[src/rtl/alu_muldiv.sv]
// alu_muldiv: combinational MIPS R-type ALU plus an iterative multiply/divide
// unit that owns HI/LO. Mul/div take WIDTH iterations after the accepting
// edge. The control unit sees a start/busy/done handshake.
module alu_muldiv #(
    parameter int WIDTH = 32,               // power of two, >= 4
    parameter int SHW   = $clog2(WIDTH)     // derived; do not override
) (
    input  logic             clk,
    input  logic             reset,         // async, active low
    input  logic [WIDTH-1:0] a,
    input  logic [WIDTH-1:0] b,
    input  logic [5:0]       aluop,
    input  logic [SHW-1:0]   shamt,
    input  logic             start,
    output logic [WIDTH-1:0] result,
    output logic             zero,
    output logic             busy,
    output logic             done
);

    localparam logic [5:0] OP_SLL  = 6'b000000;
    localparam logic [5:0] OP_SRL  = 6'b000010;
    localparam logic [5:0] OP_SRA  = 6'b000011;
    localparam logic [5:0] OP_MFHI = 6'b010000;
    localparam logic [5:0] OP_MTHI = 6'b010001;
    localparam logic [5:0] OP_MFLO = 6'b010010;
    localparam logic [5:0] OP_MTLO = 6'b010011;
    localparam logic [5:0] OP_MULT = 6'b011000;
    localparam logic [5:0] OP_MULU = 6'b011001;
    localparam logic [5:0] OP_DIV  = 6'b011010;
    localparam logic [5:0] OP_DIVU = 6'b011011;
    localparam logic [5:0] OP_ADD  = 6'b100000;
    localparam logic [5:0] OP_SUB  = 6'b100010;
    localparam logic [5:0] OP_AND  = 6'b100100;
    localparam logic [5:0] OP_OR   = 6'b100101;
    localparam logic [5:0] OP_XOR  = 6'b100110;
    localparam logic [5:0] OP_NOR  = 6'b100111;
    localparam logic [5:0] OP_SLT  = 6'b101010;
    localparam logic [5:0] OP_SLTU = 6'b101011;

    localparam logic [SHW-1:0] LAST = SHW'(WIDTH - 1);

    typedef enum logic [1:0] {S_IDLE, S_MUL, S_DIV} state_t;

    // Sign/corner information captured at the accepting edge and applied
    // at the final edge.
    typedef struct packed {
        logic             neg_lo;  // negate product / quotient
        logic             neg_hi;  // negate remainder (dividend sign)
        logic             dvz;     // divide by zero
        logic [WIDTH-1:0] a_raw;   // original dividend for the dvz case
    } fix_t;

    state_t           state;
    fix_t             fix;
    logic [SHW-1:0]   cnt;
    logic [WIDTH-1:0] hi, lo;
    logic [WIDTH-1:0] acc_hi, acc_lo;   // mul: partial product / multiplier; div: remainder / quotient
    logic [WIDTH-1:0] opb;              // multiplicand or divisor magnitude

    // ---------------- combinational ALU ----------------
    logic slt, sltu;
    assign slt  = $signed(a) < $signed(b);
    assign sltu = a < b;

    // Result mux; unlisted codes (incl. mul/div/MT) give zero.
    always_comb begin
        result = '0;
        case (aluop)
            OP_ADD:  result = a + b;
            OP_SUB:  result = a - b;
            OP_AND:  result = a & b;
            OP_OR:   result = a | b;
            OP_XOR:  result = a ^ b;
            OP_NOR:  result = ~(a | b);
            OP_SLT:  result = {{(WIDTH-1){1'b0}}, slt};
            OP_SLTU: result = {{(WIDTH-1){1'b0}}, sltu};
            OP_SLL:  result = b << shamt;
            OP_SRL:  result = b >> shamt;
            OP_SRA:  result = $unsigned($signed(b) >>> shamt);
            OP_MFHI: result = hi;
            OP_MFLO: result = lo;
            default: result = '0;
        endcase
    end

    assign zero = (result == '0);

    // ---------------- operand preparation ----------------
    logic             op_signed, op_is_mul, op_is_div, sa, sb;
    logic [WIDTH-1:0] a_mag, b_mag;
    assign op_signed = (aluop == OP_MULT) || (aluop == OP_DIV);
    assign op_is_mul = (aluop == OP_MULT) || (aluop == OP_MULU);
    assign op_is_div = (aluop == OP_DIV)  || (aluop == OP_DIVU);
    assign sa        = op_signed & a[WIDTH-1];
    assign sb        = op_signed & b[WIDTH-1];
    assign a_mag     = sa ? -a : a;
    assign b_mag     = sb ? -b : b;

    // ---------------- one iteration ----------------
    logic [WIDTH:0]   mul_sum, div_sh, div_diff;
    logic             div_ok;
    logic [WIDTH-1:0] it_hi, it_lo;
    logic [2*WIDTH-1:0] prod;
    logic [WIDTH-1:0] quo, rem, fin_hi, fin_lo;

    // Shift-add step and restoring-divide step on magnitudes, then the
    // sign fix-up used only on the last iteration.
    always_comb begin
        mul_sum  = {1'b0, acc_hi} + (acc_lo[0] ? {1'b0, opb} : '0);
        div_sh   = {acc_hi, acc_lo[WIDTH-1]};
        div_diff = div_sh - {1'b0, opb};
        div_ok   = ~div_diff[WIDTH];
        if (state == S_DIV) begin
            it_hi = div_ok ? div_diff[WIDTH-1:0] : div_sh[WIDTH-1:0];
            it_lo = {acc_lo[WIDTH-2:0], div_ok};
        end else begin
            it_hi = mul_sum[WIDTH:1];
            it_lo = {mul_sum[0], acc_lo[WIDTH-1:1]};
        end
        prod = fix.neg_lo ? -{it_hi, it_lo} : {it_hi, it_lo};
        quo  = fix.neg_lo ? -it_lo : it_lo;
        rem  = fix.neg_hi ? -it_hi : it_hi;
        if (state == S_DIV) begin
            fin_hi = fix.dvz ? fix.a_raw : rem;
            fin_lo = fix.dvz ? '1 : quo;
        end else begin
            fin_hi = prod[2*WIDTH-1:WIDTH];
            fin_lo = prod[WIDTH-1:0];
        end
    end

    // Handshake FSM: accept/MT in idle, iterate WIDTH times, then commit HI/LO.
    always_ff @(posedge clk or negedge reset) begin
        if (!reset) begin
            state  <= S_IDLE;
            busy   <= 1'b0;
            done   <= 1'b0;
            cnt    <= '0;
            hi     <= '0;
            lo     <= '0;
            acc_hi <= '0;
            acc_lo <= '0;
            opb    <= '0;
            fix    <= '0;
        end else begin
            done <= 1'b0;
            case (state)
                S_IDLE: begin
                    if (start) begin
                        if (op_is_mul || op_is_div) begin
                            state      <= op_is_div ? S_DIV : S_MUL;
                            busy       <= 1'b1;
                            cnt        <= '0;
                            acc_hi     <= '0;
                            acc_lo     <= a_mag;
                            opb        <= b_mag;
                            fix.neg_lo <= sa ^ sb;
                            fix.neg_hi <= sa;
                            fix.dvz    <= op_is_div && (b == '0);
                            fix.a_raw  <= a;
                        end else if (aluop == OP_MTHI) begin
                            hi <= a;
                        end else if (aluop == OP_MTLO) begin
                            lo <= a;
                        end
                    end
                end
                default: begin
                    acc_hi <= it_hi;
                    acc_lo <= it_lo;
                    cnt    <= cnt + SHW'(1);
                    if (cnt == LAST) begin
                        hi    <= fin_hi;
                        lo    <= fin_lo;
                        state <= S_IDLE;
                        busy  <= 1'b0;
                        done  <= 1'b1;
                        cnt   <= '0;
                    end
                end
            endcase
        end
    end

endmodule

[config.mk]
export PLATFORM = sky130hd
export DESIGN_NAME = alu_muldiv
export DESIGN_NICKNAME = d
export VERILOG_FILES = /design/src/rtl/alu_muldiv.sv
export SDC_FILE = /design/constraint.sdc
export NUM_CORES = 1
export LEC_CHECK = 0
export CORE_AREA = 2 2 305 307
export CTS_CLUSTER_DIAMETER = 50
export DETAILED_ROUTE_END_ITERATION = 7
export DIE_AREA = 0 0 307 309
export GPL_TIMING_DRIVEN = 0
export PLACE_DENSITY_LB_ADDON = 0.05
export SYNTH_ARGS = -nofsm -noshare
export SYNTH_HDL_FRONTEND = slang
export SYNTH_SLANG_ARGS = --single-unit
[constraint.sdc]
create_clock -name clk -period 20.4 [get_ports clk]
set_clock_uncertainty 0.2 [all_clocks]
set_input_delay 4.08 -clock clk [delete_from_list [all_inputs] [get_ports clk]]
set_output_delay 4.08 -clock clk [all_outputs]
set_load 0.01 [all_outputs]
==> results.ini, run 1 <==
[setup_path]
crit_arrival_ns=11.29
crit_path_max_fanout=11
crit_buf_inv=4
path_delay_family=simple AND/OR/NAND/NOR gates
cp_slowest_cell=clkdlybuf4s50_1
cp.required_ns=16.12
path_cells=clkdlybuf4s50_1 -> inv_1 -> ha_1 -> clkbuf_1 -> a211o_1 -> a211oi_1 -> nor2_1 -> a221oi_1 -> o221ai_1 -> or4b_1 -> nor4_1 -> nand4bb_1 -> or4_1 -> nor4_1 -> nand4bb_1 -> nor3_2 -> clkdlybuf4s50_1
critPathKind=in -> out
setup.worst_path.start_class=primary input
critPathCaptureType=output port
max_stage_delay_ns=0.84

[yosys]
synth_top_family_by_area=compound AO/OA/AOI/OAI gates
async_flop_share_pct=100
synth_seq_area_share_pct=18.7
synth-simple-area-share_pct=20.2
synth_top_area_cell=dfrtp_1
avgSynthCellArea_um2=7.51
synth_cells=3637
synth_seq_cells=204
synth_xor_area_share_pct=5.99
synth-main-ff-cell=dfrtp_1
yosys.area_share.adder_pct=7.90
synth_edf_count=0
synth_compound_area_share_pct=30.9
yosys-top-cells-area=dfrtp_1 (19%), ha_1 (7.6%), a21oi_1 (6.0%), o21ai_0 (5.6%), nand2_1 (5.1%)
synth_cell_types=110
synth_nets=3885
synthMuxAreaShare_pct=9.50
synth_top_area_share_pct=18.7
syn_area_um2=27300
yosysWarnings=0

[die]
dieArea_um2=94900
core_area_um2=91400
start_util_pct=29.9
ios=113
die_w_um=307
die_height_um=309
num_rows=111

[layout]
layout_common_cells=nand2_1 (369), nor2_1 (330), a21oi_1 (326)
drive_above_1_share_pct=5.41
final_cells=4996
final_common_cell=nand2_1
n_fill_cell=10070
fin_nets=4032
area_growth_pct=13.5

[clock_tree]
cts_made_buffers=31
post_cts_buffers=0
htreeDepth=1
ctsHoldBuffers=0
path_clk_slew_ns=0.05
clock_tree.root_cell=clkbuf_16
cts_buffer_depth=3
cts.sinks=204
worstSkewPairLatency_ns=0.60
cts_resized=0
cts_tree=built

[drt]
ant_nets=0
routed_wl_um=171000
dr_total_vias=32479
drcViolationCount=0
vias_per_cell=6.50
wl_per_cell_um=34.2
drt_pass1_iterations=8
drtIter0Drc=4710

[place]
gp_congestion=0.990
detailedPlacementHpwl_um=138000
numPortBuffers=109
dpl.cell_count=4937

[timing]
finalSetupTns_ns=0
report.final.slew_viol_count=0
final-setup-viol-count=0
slew_headroom_pct=7.26
max_freq_mhz=64.2
tightest_slew_ns=1.38
fin_crit_sh_pct=76.3
hold_viol=0
period_minus_slack_ns=15.57
rsz0062_at_grt=no

[global_route]
grt_pass1_vias=29907
overflow=0
antenna_found_initial=6
grt_max_degree=107
grt_use_total_pct=34.8
grt_pass1_wl_um=236000

[status]
status=finished clean

[pwr]
power.switching_mw=2.24
power_frac_seq_pct=17.7
pwr-share-comb_pct=68.7
pwr-share-clk_pct=13.6
static-leakage-power_nw=12.0
power.density_nw_per_um2=127
ir_worst_vdd_mv=0.0689
p_sw_share_pct=56.8
internal_power_mw=1.70

[worst_hold_path]
hold_path.class=reg -> reg

[run]
cap_violations=0

worst paths after layout:
check,startpoint,to,slack [ns],cells past startpoint
max in group asynchronous,reset,acc_lo[2]$_DFFE_PN0P_,15.66,3
worst min register to register,fix[8]$_DFFE_PN0P_,fix[8]$_DFFE_PN0P_,0.29,2
worst max-delay path,b[6],zero,4.83,17
worst min-delay path,fix[8]$_DFFE_PN0P_,fix[8]$_DFFE_PN0P_,0.29,2
min in group asynchronous,reset,acc_lo[28]$_DFFE_PN0P_,3.30,2
worst max register to register,state[0]$_DFFE_PN0P_,hi[0]$_DFFE_PN0P_,11.64,20
power groups by stage:
| stage | clock network [mW] | registers (mW) | logic (mW) |
|---|---|---|---|
| floorplan | 0 | 0.619 | 1.72 |
| global placement | 0 | 0.703 | 2.62 |
| detailed placement | 0 | 0.700 | 2.61 |
| CTS | 0.538 | 0.695 | 2.62 |
| global route | 0.553 | 0.713 | 2.88 |
| finish | 0.535 | 0.699 | 2.71 |
cells in the mapped netlist, types with 30 or more instances:
cell type / count
nand3_1: 90
mux4_2: 41
nor3_1: 97
nand2_1: 369
xor2_1: 55
mux2i_1: 82
a21o_1: 47
o21ai_0: 304
o31ai_1: 35
and2_1: 53
a211oi_1: 76
nand4_1: 39
ha_1: 166
dfrtp_1: 204
xnor2_1: 132
a21oi_1: 326
nor2_1: 330
nor4_1: 30
clkbuf_1: 220
a31oi_1: 74
o211ai_1: 50
inv_1: 162
or3_1: 32
state kept, by name, summed over array words and instances (netlist names):
name / flops
hi: 32
acc_lo: 32
opb: 32
fix: 35
busy: 1
state: 2
acc_hi: 32
cnt: 5
done: 1
lo: 32
worst register-to-register path, stage by stage, from the launching register on:
cell,delay (ns)
dfrtp_1,0.34
clkbuf_1,0.49
nand2b_1,0.20
clkbuf_1,0.92
buf_1,0.83
clkbuf_1,0.72
buf_1,0.72
clkbuf_1,0.86
a21oi_1,0.24
ha_1,0.26
and2_1,0.20
nor4bb_1,0.21
o211ai_1,0.32
nand2b_1,0.46
inv_1,0.18
nand3_1,0.38
nand2_1,0.23
xor2_1,0.23
a211oi_1,0.45
a21oi_1,0.08
o21ai_0,0.17
stage by stage:
stage | util [%] | power [mW] | instance area [um^2] | worst slack [ns] | hold WS [ns]
floorplan | - | 2.34 | 27300 | 8.09 | 0.240
global placement | 32.7 | 3.33 | 29900 | 5.06 | 0.262
detailed placement | 32.8 | 3.31 | 30000 | 5.04 | 0.263
CTS | 33.9 | 3.86 | 31000 | 5.03 | 0.283
global route | 33.9 | 4.15 | 31000 | 4.69 | 0.301
finish | 33.9 | 3.94 | 31000 | 4.83 | 0.286
cells by family after synthesis:
| group | Yosys count |
|---|---|
| DFF | 204 |
| and+or+nand+nor | 1171 |
| muxes | 164 |
| buffers and inverters | 453 |
| AOI/OAI and AO/OA | 1288 |
| adders and majority gates | 170 |
| xor gates and xnor gates | 187 |
cell type report:
class	instances	area [um^2]	share of cell area [%]
diodes	2	5.00	0.0161
plain buffers	286	1230	3.98
clock buffers	37	828	2.67
clock inverters	20	163	0.525
inverters	167	627	2.02
multi-input cells	2980	20400	65.7
flip-flops and latches	204	5100	16.5
well taps	1186	1480	4.79
repair buffers	114	1170	3.79
metal layers:
metal / share of wire (%) / GRT usage (%) / vias to the layer above
li1: - / - / 13876
met1: 46 / 51.5 / 16436
met2: 40 / 49.2 / 1911
met3: 11 / 9.67 / 252
met4: 2.9 / 8.34 / 4
met5: 0.015 / 0 / -
(Power assumes the default switching activity.)
==> inputs of run 2 (changes only) <==
- clock period: 20.4 -> 14.29 ns (I/O delays scaled with it)
==> results of run 2 <==
The final DEF is identical to that of run 1. Status: finished clean.
Main changes from that run: setup slack after placement 5.04 ns -> 1.38 ns; setup slack after layout 4.83 ns -> 1.16 ns; register-to-register setup slack 11.64 ns -> 5.53 ns; total power 3.94 mW -> 5.62 mW; worst IR drop on VDD 0.0689 mV -> 0.0983 mV
